<file path="config.mk">
export PLATFORM = sky130hd
export DESIGN_NAME = apb_timer_flat
export DESIGN_NICKNAME = d
export VERILOG_FILES = /design/src/rtl/apb_timer_if.sv /design/src/rtl/apb_timer.sv /design/src/flat_wrapper.sv
export SDC_FILE = /design/constraint.sdc
export NUM_CORES = 1
export LEC_CHECK = 0
export BUFFER_PORTS_ARGS = -buffer_cell sky130_fd_sc_hd__buf_2
export CORE_ASPECT_RATIO = 1.75
export CORE_MARGIN = 4
export CORE_UTILIZATION = 58
export CTS_CLUSTER_SIZE = 40
export DETAILED_ROUTE_END_ITERATION = 12
export PLACE_DENSITY = 0.78
export SYNTH_ARGS = -nofsm -noshare
export SYNTH_HDL_FRONTEND = slang
export SYNTH_SLANG_ARGS = --single-unit
</file>
<file path="constraint.sdc">
create_clock -name PCLK -period 7.4 [get_ports PCLK]
set_input_delay 1.11 -clock PCLK [delete_from_list [all_inputs] [get_ports PCLK]]
set_output_delay 1.11 -clock PCLK [all_outputs]
set_load 0.03 [all_outputs]
</file>
<file path="src/rtl/apb_timer_if.sv">
// APB bus bundle for the apb_timer slave: select, address, strobes, data and response.
interface apb_timer_if;
    logic        PSEL;
    logic [5:0]  PADDR;
    logic        PENABLE;
    logic        PWRITE;
    logic [31:0] PWDATA;
    logic [31:0] PRDATA;
    logic        PREADY;
    logic        PSLVERR;

    modport master (
        output PSEL, PADDR, PENABLE, PWRITE, PWDATA,
        input  PRDATA, PREADY, PSLVERR
    );

    modport slave (
        input  PSEL, PADDR, PENABLE, PWRITE, PWDATA,
        output PRDATA, PREADY, PSLVERR
    );
endinterface

</file>
<file path="src/rtl/apb_timer.sv">
// Down-counting APB timer with prescaler, auto-reload/one-shot mode and level interrupt.
// Define APB_TIMER_CAPTURE_EN to add the CAPIN input-capture feature.
module apb_timer #(
    parameter int CNT_WIDTH = 32,
    parameter int PRE_WIDTH = 8
) (
    input  logic       PCLK,
    input  logic       PRESET,
`ifdef APB_TIMER_CAPTURE_EN
    input  logic       CAPIN,
`endif
    apb_timer_if.slave apb,
    output logic       TIMERINT
);

    localparam logic [5:0] ADDR_CTRL    = 6'h00;
    localparam logic [5:0] ADDR_LOAD    = 6'h01;
    localparam logic [5:0] ADDR_VALUE   = 6'h02;
    localparam logic [5:0] ADDR_INTSTAT = 6'h03;
    localparam logic [5:0] ADDR_CAPTURE = 6'h04;

    localparam logic [CNT_WIDTH-1:0] CNT_ONE = {{(CNT_WIDTH-1){1'b0}}, 1'b1};
    localparam logic [PRE_WIDTH-1:0] PRE_ONE = {{(PRE_WIDTH-1){1'b0}}, 1'b1};

    logic                 en_r, ie_r, oneshot_r, raw_r;
    logic [PRE_WIDTH-1:0] prescale_r, pre_cnt_r;
    logic [CNT_WIDTH-1:0] load_r, value_r;

    logic                 en_nxt_s, raw_nxt_s;
    logic [PRE_WIDTH-1:0] pre_cnt_nxt_s;
    logic [CNT_WIDTH-1:0] value_nxt_s;
    logic                 wr_s, wr_ctrl_s, wr_load_s, wr_value_s, wr_int_s;
    logic                 tick_s, expire_s;
    logic [31:0]          rdata_s;
    logic                 unmapped_s;

    assign wr_s       = apb.PSEL & apb.PENABLE & apb.PWRITE;
    assign wr_ctrl_s  = wr_s & (apb.PADDR == ADDR_CTRL);
    assign wr_load_s  = wr_s & (apb.PADDR == ADDR_LOAD);
    assign wr_value_s = wr_s & (apb.PADDR == ADDR_VALUE);
    assign wr_int_s   = wr_s & (apb.PADDR == ADDR_INTSTAT);

    assign tick_s   = en_r & (pre_cnt_r == prescale_r);
    assign expire_s = tick_s & (value_r == {CNT_WIDTH{1'b0}});

    // Next-state for prescaler, counter, enable and raw flag; bus writes take priority over ticks,
    // except that a fresh expiry beats a simultaneous RAW clear.
    always_comb begin
        pre_cnt_nxt_s = pre_cnt_r;
        value_nxt_s   = value_r;
        en_nxt_s      = en_r;
        raw_nxt_s     = raw_r;

        if (wr_ctrl_s || tick_s) begin
            pre_cnt_nxt_s = {PRE_WIDTH{1'b0}};
        end else if (en_r) begin
            pre_cnt_nxt_s = pre_cnt_r + PRE_ONE;
        end else begin
            pre_cnt_nxt_s = pre_cnt_r;
        end

        if (wr_value_s) begin
            value_nxt_s = apb.PWDATA[CNT_WIDTH-1:0];
        end else if (expire_s) begin
            value_nxt_s = load_r;
        end else if (tick_s) begin
            value_nxt_s = value_r - CNT_ONE;
        end else begin
            value_nxt_s = value_r;
        end

        if (wr_ctrl_s) begin
            en_nxt_s = apb.PWDATA[0];
        end else if (expire_s && oneshot_r) begin
            en_nxt_s = 1'b0;
        end else begin
            en_nxt_s = en_r;
        end

        if (expire_s) begin
            raw_nxt_s = 1'b1;
        end else if (wr_int_s && apb.PWDATA[0]) begin
            raw_nxt_s = 1'b0;
        end else begin
            raw_nxt_s = raw_r;
        end
    end

    // Timer state registers.
    always_ff @(posedge PCLK) begin
        if (PRESET) begin
            en_r       <= 1'b0;
            ie_r       <= 1'b0;
            oneshot_r  <= 1'b0;
            raw_r      <= 1'b0;
            prescale_r <= {PRE_WIDTH{1'b0}};
            pre_cnt_r  <= {PRE_WIDTH{1'b0}};
            load_r     <= {CNT_WIDTH{1'b0}};
            value_r    <= {CNT_WIDTH{1'b0}};
        end else begin
            en_r      <= en_nxt_s;
            raw_r     <= raw_nxt_s;
            pre_cnt_r <= pre_cnt_nxt_s;
            value_r   <= value_nxt_s;
            if (wr_ctrl_s) begin
                ie_r       <= apb.PWDATA[1];
                oneshot_r  <= apb.PWDATA[2];
                prescale_r <= apb.PWDATA[8 +: PRE_WIDTH];
            end
            if (wr_load_s) begin
                load_r <= apb.PWDATA[CNT_WIDTH-1:0];
            end
        end
    end

`ifdef APB_TIMER_CAPTURE_EN
    logic [1:0]           cap_sync_r;
    logic                 cap_prev_r, capraw_r, capie_r;
    logic [CNT_WIDTH-1:0] capture_r;
    logic                 cap_edge_s;

    assign cap_edge_s = cap_sync_r[1] & ~cap_prev_r;

    // CAPIN synchronizer, edge detector and capture registers; CAPTURE records the
    // counter value committed on the same edge, so it matches what VALUE then reads.
    always_ff @(posedge PCLK) begin
        if (PRESET) begin
            cap_sync_r <= 2'b00;
            cap_prev_r <= 1'b0;
            capraw_r   <= 1'b0;
            capie_r    <= 1'b0;
            capture_r  <= {CNT_WIDTH{1'b0}};
        end else begin
            cap_sync_r <= {cap_sync_r[0], CAPIN};
            cap_prev_r <= cap_sync_r[1];
            if (wr_ctrl_s) begin
                capie_r <= apb.PWDATA[3];
            end
            if (cap_edge_s) begin
                capture_r <= value_nxt_s;
                capraw_r  <= 1'b1;
            end else if (wr_int_s && apb.PWDATA[1]) begin
                capraw_r <= 1'b0;
            end
        end
    end

    assign TIMERINT = (raw_r & ie_r) | (capraw_r & capie_r);
`else
    assign TIMERINT = raw_r & ie_r;
`endif

    // Read-data mux and unmapped-offset decode.
    always_comb begin
        rdata_s    = 32'h0000_0000;
        unmapped_s = 1'b0;
        case (apb.PADDR)
            ADDR_CTRL: begin
                rdata_s[0] = en_r;
                rdata_s[1] = ie_r;
                rdata_s[2] = oneshot_r;
`ifdef APB_TIMER_CAPTURE_EN
                rdata_s[3] = capie_r;
`endif
                rdata_s[8 +: PRE_WIDTH] = prescale_r;
            end
            ADDR_LOAD:  rdata_s[CNT_WIDTH-1:0] = load_r;
            ADDR_VALUE: rdata_s[CNT_WIDTH-1:0] = value_r;
            ADDR_INTSTAT: begin
                rdata_s[0] = raw_r;
`ifdef APB_TIMER_CAPTURE_EN
                rdata_s[1] = capraw_r;
`endif
            end
`ifdef APB_TIMER_CAPTURE_EN
            ADDR_CAPTURE: rdata_s[CNT_WIDTH-1:0] = capture_r;
`endif
            default: unmapped_s = 1'b1;
        endcase
    end

    assign apb.PRDATA  = (apb.PSEL && !PRESET) ? rdata_s : 32'h0000_0000;
    assign apb.PSLVERR = apb.PSEL & apb.PENABLE & unmapped_s & ~PRESET;
    assign apb.PREADY  = 1'b1;

endmodule

</file>
<file path="src/flat_wrapper.sv">
// flat-port wrapper written by rule: the top's interface ports become plain ports
module apb_timer_flat 
#(
    parameter int CNT_WIDTH = 32,
    parameter int PRE_WIDTH = 8
)
  (PCLK, PRESET, TIMERINT, apb_PSEL, apb_PADDR, apb_PENABLE, apb_PWRITE, apb_PWDATA, apb_PRDATA, apb_PREADY, apb_PSLVERR);
  apb_timer_if apb_i ();
  input  logic PCLK;
  input  logic PRESET;
  output logic TIMERINT;
  input wire logic [$bits(apb_i.PSEL)-1:0] apb_PSEL;
  input wire logic [$bits(apb_i.PADDR)-1:0] apb_PADDR;
  input wire logic [$bits(apb_i.PENABLE)-1:0] apb_PENABLE;
  input wire logic [$bits(apb_i.PWRITE)-1:0] apb_PWRITE;
  input wire logic [$bits(apb_i.PWDATA)-1:0] apb_PWDATA;
  output wire logic [$bits(apb_i.PRDATA)-1:0] apb_PRDATA;
  output wire logic [$bits(apb_i.PREADY)-1:0] apb_PREADY;
  output wire logic [$bits(apb_i.PSLVERR)-1:0] apb_PSLVERR;
  assign apb_i.PSEL = apb_PSEL;
  assign apb_i.PADDR = apb_PADDR;
  assign apb_i.PENABLE = apb_PENABLE;
  assign apb_i.PWRITE = apb_PWRITE;
  assign apb_i.PWDATA = apb_PWDATA;
  assign apb_PRDATA = apb_i.PRDATA;
  assign apb_PREADY = apb_i.PREADY;
  assign apb_PSLVERR = apb_i.PSLVERR;
  apb_timer #(.CNT_WIDTH(CNT_WIDTH), .PRE_WIDTH(PRE_WIDTH)) u_core (.PCLK(PCLK), .PRESET(PRESET), .apb(apb_i), .TIMERINT(TIMERINT));
endmodule
</file>
* Word-level counts from Yosys, hierarchy flattened
Cells that the tools add are included. W data, S select, Z words.
Operators by class: bitwise operators 12, shifts and indexed selects 0, reduce and logical (&&, ||, !) cells 12, divide/modulo/power cells 0, multiplexer cells 14, equality and inequality tests 4, multiply operators 0, order comparisons 0, add/subtract/negate cells 2
Operators by type and width (count):
- $mux W32 | 4
- $logic_not A32 Y1 | 1
- $pmux W16 S2 | 1
- $sub A32 B1 Y32 const B | 1
- $pmux W8 S3 | 1
- $eq A6 B2 Y1 const B | 2
- $and A1 B1 Y1 | 11
- $pmux W5 S2 | 1
- $add A8 B1 Y8 const B | 1
- $eq A8 B8 Y1 | 1
- $eq A6 B1 Y1 const B | 1
- $logic_not A6 Y1 | 1
- $pmux W2 S3 | 1
- $mux W1 | 5
- $pmux W1 S4 | 1
- $reduce_bool A2 Y1 | 2
- $reduce_or A4 Y1 | 1
- $logic_and A1 B1 Y1 | 3
- $reduce_bool A3 Y1 | 1
- $reduce_or A2 Y1 | 1
- $logic_not A1 Y1 | 1
- $logic_or A1 B1 Y1 | 1
- $not A1 Y1 | 1
Word-level totals: bits in writable memories 0, memory bits (read-only) 0, logic and storage cells 52, bits in latches 0, register bits after elaboration 84, output and inout bits 35, input port bits 43, memories kept 0

* Logic depth before layout (Yosys ltp)
Gate-level depths: netlist of the first run.
depth after elaboration 6, depth in mapped cells 11, gate-level depth less buffers 8

* Worst setup path before layout of the first run
Ideal clock, no wire load.
path kind input -> output, start point input apb_PADDR[5], end point output apb_PRDATA[0], data required time 6.290 ns, stages on the path 4, data arrival time 2.957 ns, buffers on the path 0, setup slack 3.333 ns, cells stage by stage or4_1 > nor3b_1 > a222oi_1 > nor3_1
Between the ends: word-level cells in the longest chain between the ends 3, elaborated cells on any way between the ends 6, classes of those cells eq/ne: 3; mux: 2; reduce/logical: 1
RTL lines:
- from (decl) | line flat_wrapper.sv:13 | input wire logic [$bits(apb_i.PADDR)-1:0] apb_PADDR;
- $eq A6 B2 Y1, or another cell as far along | line apb_timer.sv:157 | case (apb.PADDR)
- $pmux W1 S4 * | line apb_timer.sv:157
- $mux W32 * | line apb_timer.sv:182 | assign apb.PRDATA = (apb.PSEL && !PRESET) ? rdata_s : 32'h0000_0000;
- to (decl) | line flat_wrapper.sv:17 | output wire logic [$bits(apb_i.PRDATA)-1:0] apb_PRDATA;
Every way passes the cells marked *; elsewhere a longest branch is shown, timed or not.

* Final worst setup path of the first run
start point input PRESET, end point output apb_PRDATA[13]
Between the ends: word-level cells in the longest chain between the ends 3
RTL lines:
- from (decl) | line flat_wrapper.sv:10 | input logic PRESET;
- $logic_not A1 Y1 | line apb_timer.sv:182
- $logic_and A1 B1 Y1 | line apb_timer.sv:182
- $mux W32 | line apb_timer.sv:182
Every way passes these cells.

==> results of run 1 <==
## power by group through the flow
stage	sequential, mW	combinational (mW)	clock, mW
floorplan	0.464	0.0325	0
global placement	0.464	0.0542	0
detailed placement	0.464	0.0550	0
CTS	0.454	0.0554	0.454
global route	0.454	0.0608	0.477
finish	0.454	0.0557	0.456
## registers in the layout (all words and copies together) (netlist names)
signal and flops:
u_core.ie_r 1, u_core.load_r 32, u_core.oneshot_r 1, u_core.prescale_r 8, u_core.pre_cnt_r 8, u_core.en_r 1, u_core.raw_r 1, u_core.value_r 32
## cells by family (layout without fill, tap and decap cells)
logic type | count (synthesis) | count (layout) | share of synthesized area, %
XOR/XNOR | 38 | 38 | 7.01
AND/OR/NAND/NOR | 259 | 259 | 25.8
buffers and inverters | 55 | 103 | 4.64
AO/OA/AOI/OAI | 170 | 170 | 22.6
flip-flops | 84 | 84 | 35.4
other | 1 | 1 | 0.0790
adder cells (fa/ha/maj) | 2 | 2 | 0.527
multiplexers | 19 | 19 | 4.01
## routing by layer
layer	global-route usage [%]	up-vias	part of all wire [%]
li1	-	2329	-
met1	32.9	2318	39
met2	54.7	169	53
met3	4.78	44	4.5
met4	16.2	0	3.8
met5	0	-	0
## cell type report
type	instances	share of cell area (%)
tap	90	2.09
inverter	4	0.278
sequential	84	31.1
multi-input combinational	489	52.8
clock buffer	12	4.75
timing repair buffer	85	8.29
clock inverter	2	0.649
## how the worst min path moves through the flow
stage                                  from                 to  slack (ns)  depth (start not counted)
final                     u_core.load_r[27]  u_core.load_r[27]        0.48                          2
after global routing      u_core.load_r[27]  u_core.load_r[27]        0.49                          2
after CTS                 u_core.load_r[11]  u_core.load_r[11]        0.47                          2
after detailed placement  u_core.load_r[11]  u_core.load_r[11]        0.47                          2
after global placement    u_core.load_r[11]  u_core.load_r[11]        0.46                          2
after floorplan                 u_core.ie_r        u_core.ie_r        0.44                          2
## cell usage in the layout (no fill, tap or decap), types with 3 or more instances in the layout
master     instances
o221ai_1           5
a21oi_1           54
a31oi_1            5
or4_1              6
xor2_1            15
xnor2_1           23
o211ai_1          10
nor4b_1            5
nor4_1             4
or2_2              3
nand2_1          108
inv_1              4
nor3_1            12
nand3_1            9
mux2i_1           19
or3_1              7
buf_4              9
o31ai_1            4
clkbuf_16          9
o21ai_0           33
a22oi_1           42
o22ai_1            6
nand4_1            9
and3_1             5
buf_2             76
dfxtp_1           84
nand4b_1           3
nor2_1            73
## metrics by stage
stage | power (mW) | worst slack [ns] | hold WS [ns]
CTS | 0.963 | 2.50 | 0.474
global route | 0.992 | 2.27 | 0.491
global placement | 0.518 | 2.62 | 0.456
floorplan | 0.496 | 3.33 | 0.444
detailed placement | 0.519 | 2.50 | 0.466
finish | 0.965 | 2.50 | 0.476
## critical path, stage by stage
cell,delay (ns)
buf_2,0.07
buf_4,0.59
inv_1,0.45
nand2_1,0.76
a211o_1,0.48
nor2_1,0.11
buf_2,0.19
==> results.py, run 1 <==
metrics = {
    "yosys": {
        "syn_area_per_cell_sq_um": 7.56,
        "netlist_instances": 628,
        "yosys-top-cells-count": "108 x nand2_1, 84 x dfxtp_1, 73 x nor2_1, 54 x a21oi_1, 42 x a22oi_1",
        "synth_top_area_cell": "dfxtp_1",
        "synth_edf_count": 0,
        "synth-seq-cells": 84,
        "synth_nets": 673,
        "async_flop_share_pct": 0,
        "synth_top_cells_by_area": "dfxtp_1 35%, nand2_1 8.5%, a22oi_1 6.6%",
        "yosysUniqueCellTypes": 51,
        "yosys.cell_count.top_type": "nand2_1",
        "syn_area_sq_um": 4750,
        "synth-main-ff-cell": "dfxtp_1",
        "yosysTopAreaCellShare_pct": 35.4,
        "yosysSeqAreaShare_pct": 35.4,
        "yosys_warnings": 0,
    },
    "critical_path": {
        "crit_end": "apb_PRDATA[13]",
        "crit_fanout": 75,
        "cp.required_ns": 6.29,
        "ff2ff_path_depth": 9,
        "setup.worst_path.start": "PRESET",
        "crit_type": "in -> out",
        "worstReg2RegEnd": "u_core.value_r[7]",
        "worstSetupStartpointType": "input port",
        "rrSetupSlack_ns": 4.01,
        "worstPathArrival_ns": 3.79,
        "cp-end-kind": "output port",
        "reg2reg_from": "u_core.value_r[0]",
    },
    "timing": {
        "max_slew.worst_pin.slew_ns": 0.923,
        "relSlewSlack_pct": 38.4,
        "hold_violations": 0,
        "finalSetupViolations": 0,
        "skew_ns": 0.00813,
        "setup-tns-final_ns": 0,
        "post-route-period-util_pct": 66.2,
        "clock.fmax_mhz": 204,
        "fin_crit_ns": 4.90,
        "drv_slew": 0,
        "rsz0062_at_grt": "false",
    },
    "pwr": {
        "power.density_nw_per_um2": 179,
        "switching_share_pct": 22.5,
        "peakVddDrop_v": 0.000154,
        "p_sw_mw": 0.217,
        "seqPwrFrac_pct": 47.0,
        "p_clk_share_pct": 47.2,
        "intPower_mw": 0.748,
        "p_leak_nw": 2.09,
        "p_comb_share_pct": 5.8,
    },
    "final_layout": {
        "multi_input_area_sq_um": 2850,
        "design_area_sq_um": 5400,
        "final_core_utilization_pct": 67.8,
        "diodes": 0,
        "fillCellCount": 717,
        "drive_above_1_share_pct": 16.3,
        "final_cell_count_no_fill": 766,
        "areaGrowthSynthToFinish_pct": 13.7,
        "nets": 718,
        "register_area_sq_um": 1680,
    },
    "clock_tree": {
        "root_buffer": "clkbuf_16",
        "cts_hold_buf": 0,
        "path_clk_slew_ns": 0.06,
        "cts_sinks": 84,
        "clk_latency_ns": 0.35,
        "post_cts_buffers": 0,
        "tritoncts": "built",
        "htree_levels": 3,
        "cts-buffers-inserted": 9,
        "cts.path.max_buffers": 2,
        "cts_resized": 0,
    },
    "placement": {
        "place_inst": 752,
        "place_area_sq_um": 5110,
        "place.gp.congestion": 0.930,
        "dp_hpwl_mm": 9.85,
        "io_buffers": 76,
    },
    "global_route": {
        "grt_pass1_wl_mm": 23.6,
        "grt_pass1_vias": 4852,
        "antenna_found_initial": 0,
        "grt_usage_pct": 30.0,
        "grt_max_degree": 76,
        "overflow": 0,
    },
    "die": {
        "core_area_sq_um": 7960,
        "die_height_um": 128,
        "fp.dieW_um": 76.4,
        "start_util_pct": 59.6,
        "num_io_pins": 78,
        "dieArea_sq_um": 9760,
        "rows": 43,
    },
    "route": {
        "dr_total_vias": 4860,
        "vias_per_cell": 6.34,
        "final_antenna_net_count": 0,
        "totalWireLength_mm": 14.2,
        "drt_iter0_markers": 489,
        "drt-pass1-iter-count": 5,
        "wl_per_cell_um": 18.6,
        "drc": 0,
    },
    "flow_run": {
        "maxCapViolCount": 0,
    },
    "status": {
        "status": "complete, no violations",
    },
    "worst_hold_path": {
        "hold_path.class": "reg -> reg",
    },
}
No activity file was read; power rests on OpenSTA's default activity.
==> inputs of run 2 (changes only) <==
Settings changed: CORE_UTILIZATION 58 to 51, PLACE_DENSITY 0.78 to 0.72.
Clock period 7.4 ns to 4.2 ns, I/O delays scaled along.
==> results.py, run 2 (synthesized netlist as in run 1, its figures left out) <==
metrics = {
    "clock_tree": {
        "cts.path.max_buffers": 2,
        "path_clk_slew_ns": 0.06,
        "tritoncts": "built",
        "cts_hold_buf": 0,
        "root_buffer": "clkbuf_16",
        "cts_sinks": 84,
        "post_cts_buffers": 0,
        "cts-buffers-inserted": 9,
        "cts_resized": 0,
        "htree_levels": 3,
        "clk_latency_ns": 0.34,
    },
    "critical_path": {
        "worstPathArrival_ns": 2.83,
        "crit_type": "in -> out",
        "crit_fanout": 24,
        "reg2reg_from": "u_core.value_r[0]",
        "setup.worst_path.start": "PRESET",
        "cp-end-kind": "output port",
        "worstSetupStartpointType": "input port",
        "cp.required_ns": 3.57,
    },
    "route": {
        "final_antenna_net_count": 0,
        "wl_per_cell_um": 18.7,
        "vias_per_cell": 6.19,
        "dr_total_vias": 4962,
        "totalWireLength_mm": 15.0,
        "drt-pass1-iter-count": 5,
        "drt_iter0_markers": 435,
        "drc": 0,
    },
    "timing": {
        "relSlewSlack_pct": 41.1,
        "setup-tns-final_ns": 0,
        "hold_violations": 0,
        "drv_slew": 0,
        "max_slew.worst_pin.slew_ns": 0.884,
        "rsz0062_at_grt": "false",
        "skew_ns": 0.00520,
        "finalSetupViolations": 0,
        "post-route-period-util_pct": 82.4,
        "postLayoutSetupSlackWorst_ns": 0.739,
        "clock.fmax_mhz": 289,
        "fin_crit_ns": 3.46,
    },
    "global_route": {
        "antenna_found_initial": 0,
        "grt_max_degree": 75,
        "grt_pass1_wl_mm": 24.1,
        "overflow": 0,
        "grt_usage_pct": 28.2,
        "grt_pass1_vias": 4870,
    },
    "pwr": {
        "power.density_nw_per_um2": 313,
        "p_leak_nw": 2.11,
        "peakVddDrop_v": 0.000283,
    },
    "die": {
        "num_io_pins": 78,
        "start_util_pct": 52.2,
        "fp.dieW_um": 80.9,
        "rows": 46,
        "die_height_um": 136,
        "core_area_sq_um": 9090,
        "dieArea_sq_um": 11000,
    },
    "final_layout": {
        "diodes": 0,
        "top_regs": "u_core.load_r (32), u_core.value_r (32)",
        "final_common_cell": "nand2_1",
        "nets": 721,
        "areaGrowthSynthToFinish_pct": 15.2,
        "final_cell_mix": "108 x nand2_1, 84 x dfxtp_1, 76 x buf_2, 73 x nor2_1, 54 x a21oi_1",
        "fillCellCount": 897,
        "drive_above_1_share_pct": 17.0,
    },
    "placement": {
        "place.gp.congestion": 0.868,
        "io_buffers": 76,
        "dp_hpwl_mm": 10.4,
        "place_ws_ns": 0.803,
    },
    "worst_hold_path": {
        "hold_path.class": "reg -> reg",
        "min_from": "u_core.load_r[10]",
    },
    "flow_run": {
        "maxCapViolCount": 0,
    },
    "status": {
        "status": "complete, no violations",
    },
}
-- run 2: cell types whose count changed in the layout (fill, tap and decap cells not counted) --
cell | previous run | this run
clkinv_2 | 1 | 2
clkbuf_8 | 2 | 1
and2_0 | 1 | 0
buf_4 | 9 | 12
clkinvlp_4 | 0 | 2
clkinv_4 | 0 | 1
and2_1 | 2 | 3
clkbuf_1 | 1 | 0
-- run 2: critical path: stages --
cell	delay, ns
buf_2	0.11
inv_1	0.38
nand2_1	0.65
a211o_1	0.68
nor2_1	0.17
buf_2	0.21
-- run 2: stage by stage --
stage	util [%]	instance area, sq um	hold WS, ns	power, mW	std cells
6_report	60.2	5470	0.472	1.71	801
5_1_grt	60.2	5470	0.493	1.76	801
4_1_cts	60.2	5470	0.472	1.72	801
3_5_place_dp	56.8	5170	0.463	0.917	785
3_3_place_gp	56.8	5170	0.456	0.916	785
2_1_floorplan	-	4750	0.444	0.874	628
-- run 2: final cells by class --
type / count / area [sq um] / share of cell area, %
Inverter: 4 / 15.0 / 0.274
Clock inverter: 6 / 63.8 / 1.17
Clock buffer: 10 / 239 / 4.37
Multi-Input combinational cell: 489 / 2850 / 52.1
Sequential cell: 84 / 1680 / 30.7
Timing Repair Buffer: 88 / 470 / 8.60
Tap cell: 120 / 150 / 2.74
-- run 2: report_power, final --
| part | internal, mW | leakage, nW | total, mW | switching (mW) |
|---|---|---|---|---|
| combinational | 0.0349 | 1.29 | 0.101 | 0.0660 |
| clock | 0.476 | 0.144 | 0.812 | 0.336 |
| sequential | 0.798 | 0.676 | 0.799 | 0.00175 |
| total | 1.31 | 2.11 | 1.71 | 0.404 |
-- run 2: per-layer routing --
layer | track usage (%) | wire (um)
met5 | 0 | 0
met4 | 14.2 | 492
met3 | 5.33 | 892
met2 | 51.1 | 8120
met1 | 30.2 | 5440
-- run 2: worst paths after layout --
path,to,slack (ns),cells after the start
setup / recovery,apb_PRDATA[13],0.74,6
hold / removal,u_core.load_r[10],0.47,2
setup reg to reg,u_core.value_r[7],0.99,9
hold reg to reg,u_core.load_r[10],0.47,2
==> inputs of run 3 (changes only) <==
Clock period 4.2 ns to 3 ns, I/O delays scaled along.
==> results.py, run 3 (synthesized netlist as in run 1, its figures left out) <==
metrics = {
    "status": {
        "status": "complete, no violations",
    },
    "clock_tree": {
        "cts_sinks": 84,
        "cts_resized": 0,
        "htree_levels": 3,
        "tritoncts": "built",
        "path_clk_slew_ns": 0.06,
        "post_cts_buffers": 0,
        "cts_hold_buf": 0,
        "clk_latency_ns": 0.36,
        "cts-buffers-inserted": 9,
        "cts.path.max_buffers": 2,
        "root_buffer": "clkbuf_16",
    },
    "critical_path": {
        "crit_family": "simple AND/OR/NAND/NOR gates",
        "cp-end-kind": "flop",
        "worstSetupPathDepth": 9,
        "crit_type": "reg -> reg",
        "cp_cell_sequence": "inv_1, ha_1, or3b_1, nor4_1, and3_1, nand4_1, buf_4, o211ai_1, o21ai_0",
        "critical-path-max-stage-delay_ns": 0.49,
        "crit_fanout": 17,
        "worstPathArrival_ns": 2.92,
        "cp.required_ns": 3.21,
        "path_buf_inv": 2,
        "ff2ff_path_depth": 9,
        "slowest_stage": "or3b_1",
        "worstSetupStartpointType": "flop",
    },
    "placement": {
        "place.gp.congestion": 0.935,
        "io_buffers": 76,
        "place_area_sq_um": 5310,
        "dp_hpwl_mm": 10.9,
        "place_ws_ns": 0.369,
    },
    "global_route": {
        "grt_use_met3_pct": 3.40,
        "gr-usage-met1_pct": 30.8,
        "antenna_found_initial": 0,
        "grt_pass1_vias": 4966,
        "grt_max_degree": 75,
        "grt_usage_pct": 28.4,
        "busiest_layer": "met2",
        "overflow": 0,
        "grt_pass1_wl_mm": 24.2,
        "met2_usage_pct": 51.0,
    },
    "pwr": {
        "power.density_nw_per_um2": 431,
        "intPower_mw": 1.86,
        "p_sw_mw": 0.562,
        "peakVddDrop_v": 0.000394,
        "p_comb_share_pct": 6.0,
        "p_leak_nw": 2.20,
        "seqPwrFrac_pct": 46.3,
        "switching_share_pct": 23.2,
        "power_mw": 2.42,
        "p_clk_share_pct": 47.7,
    },
    "route": {
        "dr_total_vias": 5043,
        "totalWireLength_mm": 15.3,
        "drt-pass1-iter-count": 6,
        "vias_per_cell": 6.17,
        "final_antenna_net_count": 0,
        "drt_iter0_markers": 311,
        "wl_per_cell_um": 18.7,
        "drc": 0,
    },
    "die": {
        "num_io_pins": 78,
        "core_area_sq_um": 9090,
        "dieArea_sq_um": 11000,
        "die_height_um": 136,
        "fp.dieW_um": 80.9,
        "start_util_pct": 52.2,
        "rows": 46,
    },
    "final_layout": {
        "areaGrowthSynthToFinish_pct": 18.2,
        "drive_above_1_share_pct": 18.9,
        "top_regs": "u_core.load_r (32), u_core.value_r (32)",
        "design_area_sq_um": 5610,
        "final_cell_mix": "108 x nand2_1, 84 x dfxtp_1, 76 x buf_2, 73 x nor2_1, 54 x a21oi_1",
        "nets": 738,
        "final_common_cell": "nand2_1",
        "diodes": 0,
        "fillCellCount": 864,
    },
    "timing": {
        "post-route-period-util_pct": 90.4,
        "rsz0062_at_grt": "false",
        "skew_ns": 0.00671,
        "finalSetupViolations": 0,
        "hold_violations": 0,
        "whs_ns": 0.346,
        "max_slew.worst_pin.slew_ns": 0.827,
        "fin_crit_ns": 2.71,
        "postLayoutSetupSlackWorst_ns": 0.287,
        "setup-tns-final_ns": 0,
        "drv_slew": 0,
        "relSlewSlack_pct": 44.4,
        "clock.fmax_mhz": 369,
    },
    "worst_hold_path": {
        "hold_path.class": "in -> reg",
        "hold_depth": 3,
    },
    "flow_run": {
        "maxCapViolCount": 0,
    },
}
## run 3: changes by cell type in the layout (fill, tap and decap cells not counted), sizes merged
| cell | change |
|---|---|
| clkbuf | +2 |
| clkinv | -1 |
| buf | +17 |
| clkinvlp | -1 |
## run 3: worst paths after layout
| check | from | end | slack [ns] |
|---|---|---|---|
| max | u_core.value_r[0] | u_core.value_r[12] | 0.29 |
| min | apb_PWDATA[17] | u_core.load_r[17] | 0.35 |
| max reg2reg | u_core.value_r[0] | u_core.value_r[12] | 0.29 |
| min reg2reg | u_core.load_r[3] | u_core.load_r[3] | 0.48 |
## run 3: stage by stage
step                utilization (%)  cells
CTS                            61.7    818
global placement               58.4    802
floorplan                         -    628
finish                         61.7    818
global route                   61.7    818
detailed placement             58.4    802
## run 3: power by group through the flow
stage                     sequential [mW]  clock (mW)  combinational [mW]
after global routing                 1.12        1.19               0.157
final                                1.12        1.15               0.146
after detailed placement             1.14           0               0.144
after floorplan                      1.14           0              0.0802
after CTS                            1.12        1.16               0.145
after global placement               1.14           0               0.142
## run 3: final cells by class
cell class	instances	area, sq um	area share [%]
clock inverters	4	47.5	0.847
clock buffers	12	256	4.57
inverters	4	15.0	0.267
well taps	120	150	2.67
multi-input cells	489	2850	50.8
repair buffers	105	611	10.9
flip-flops and latches	84	1680	30.0
## run 3: layer usage
layer / routed length, um / up-vias / part of all wire (%)
met4: 600 / 0 / 3.9
met3: 807 / 53 / 5.3
met2: 8160 / 231 / 53
li1: - / 2374 / -
met1: 5720 / 2385 / 37
met5: 0 / - / 0
## run 3: worst min-delay path, cell delays in order
cell     delay, ns
buf_2         0.11
nand2_1       0.05
a21oi_1       0.05
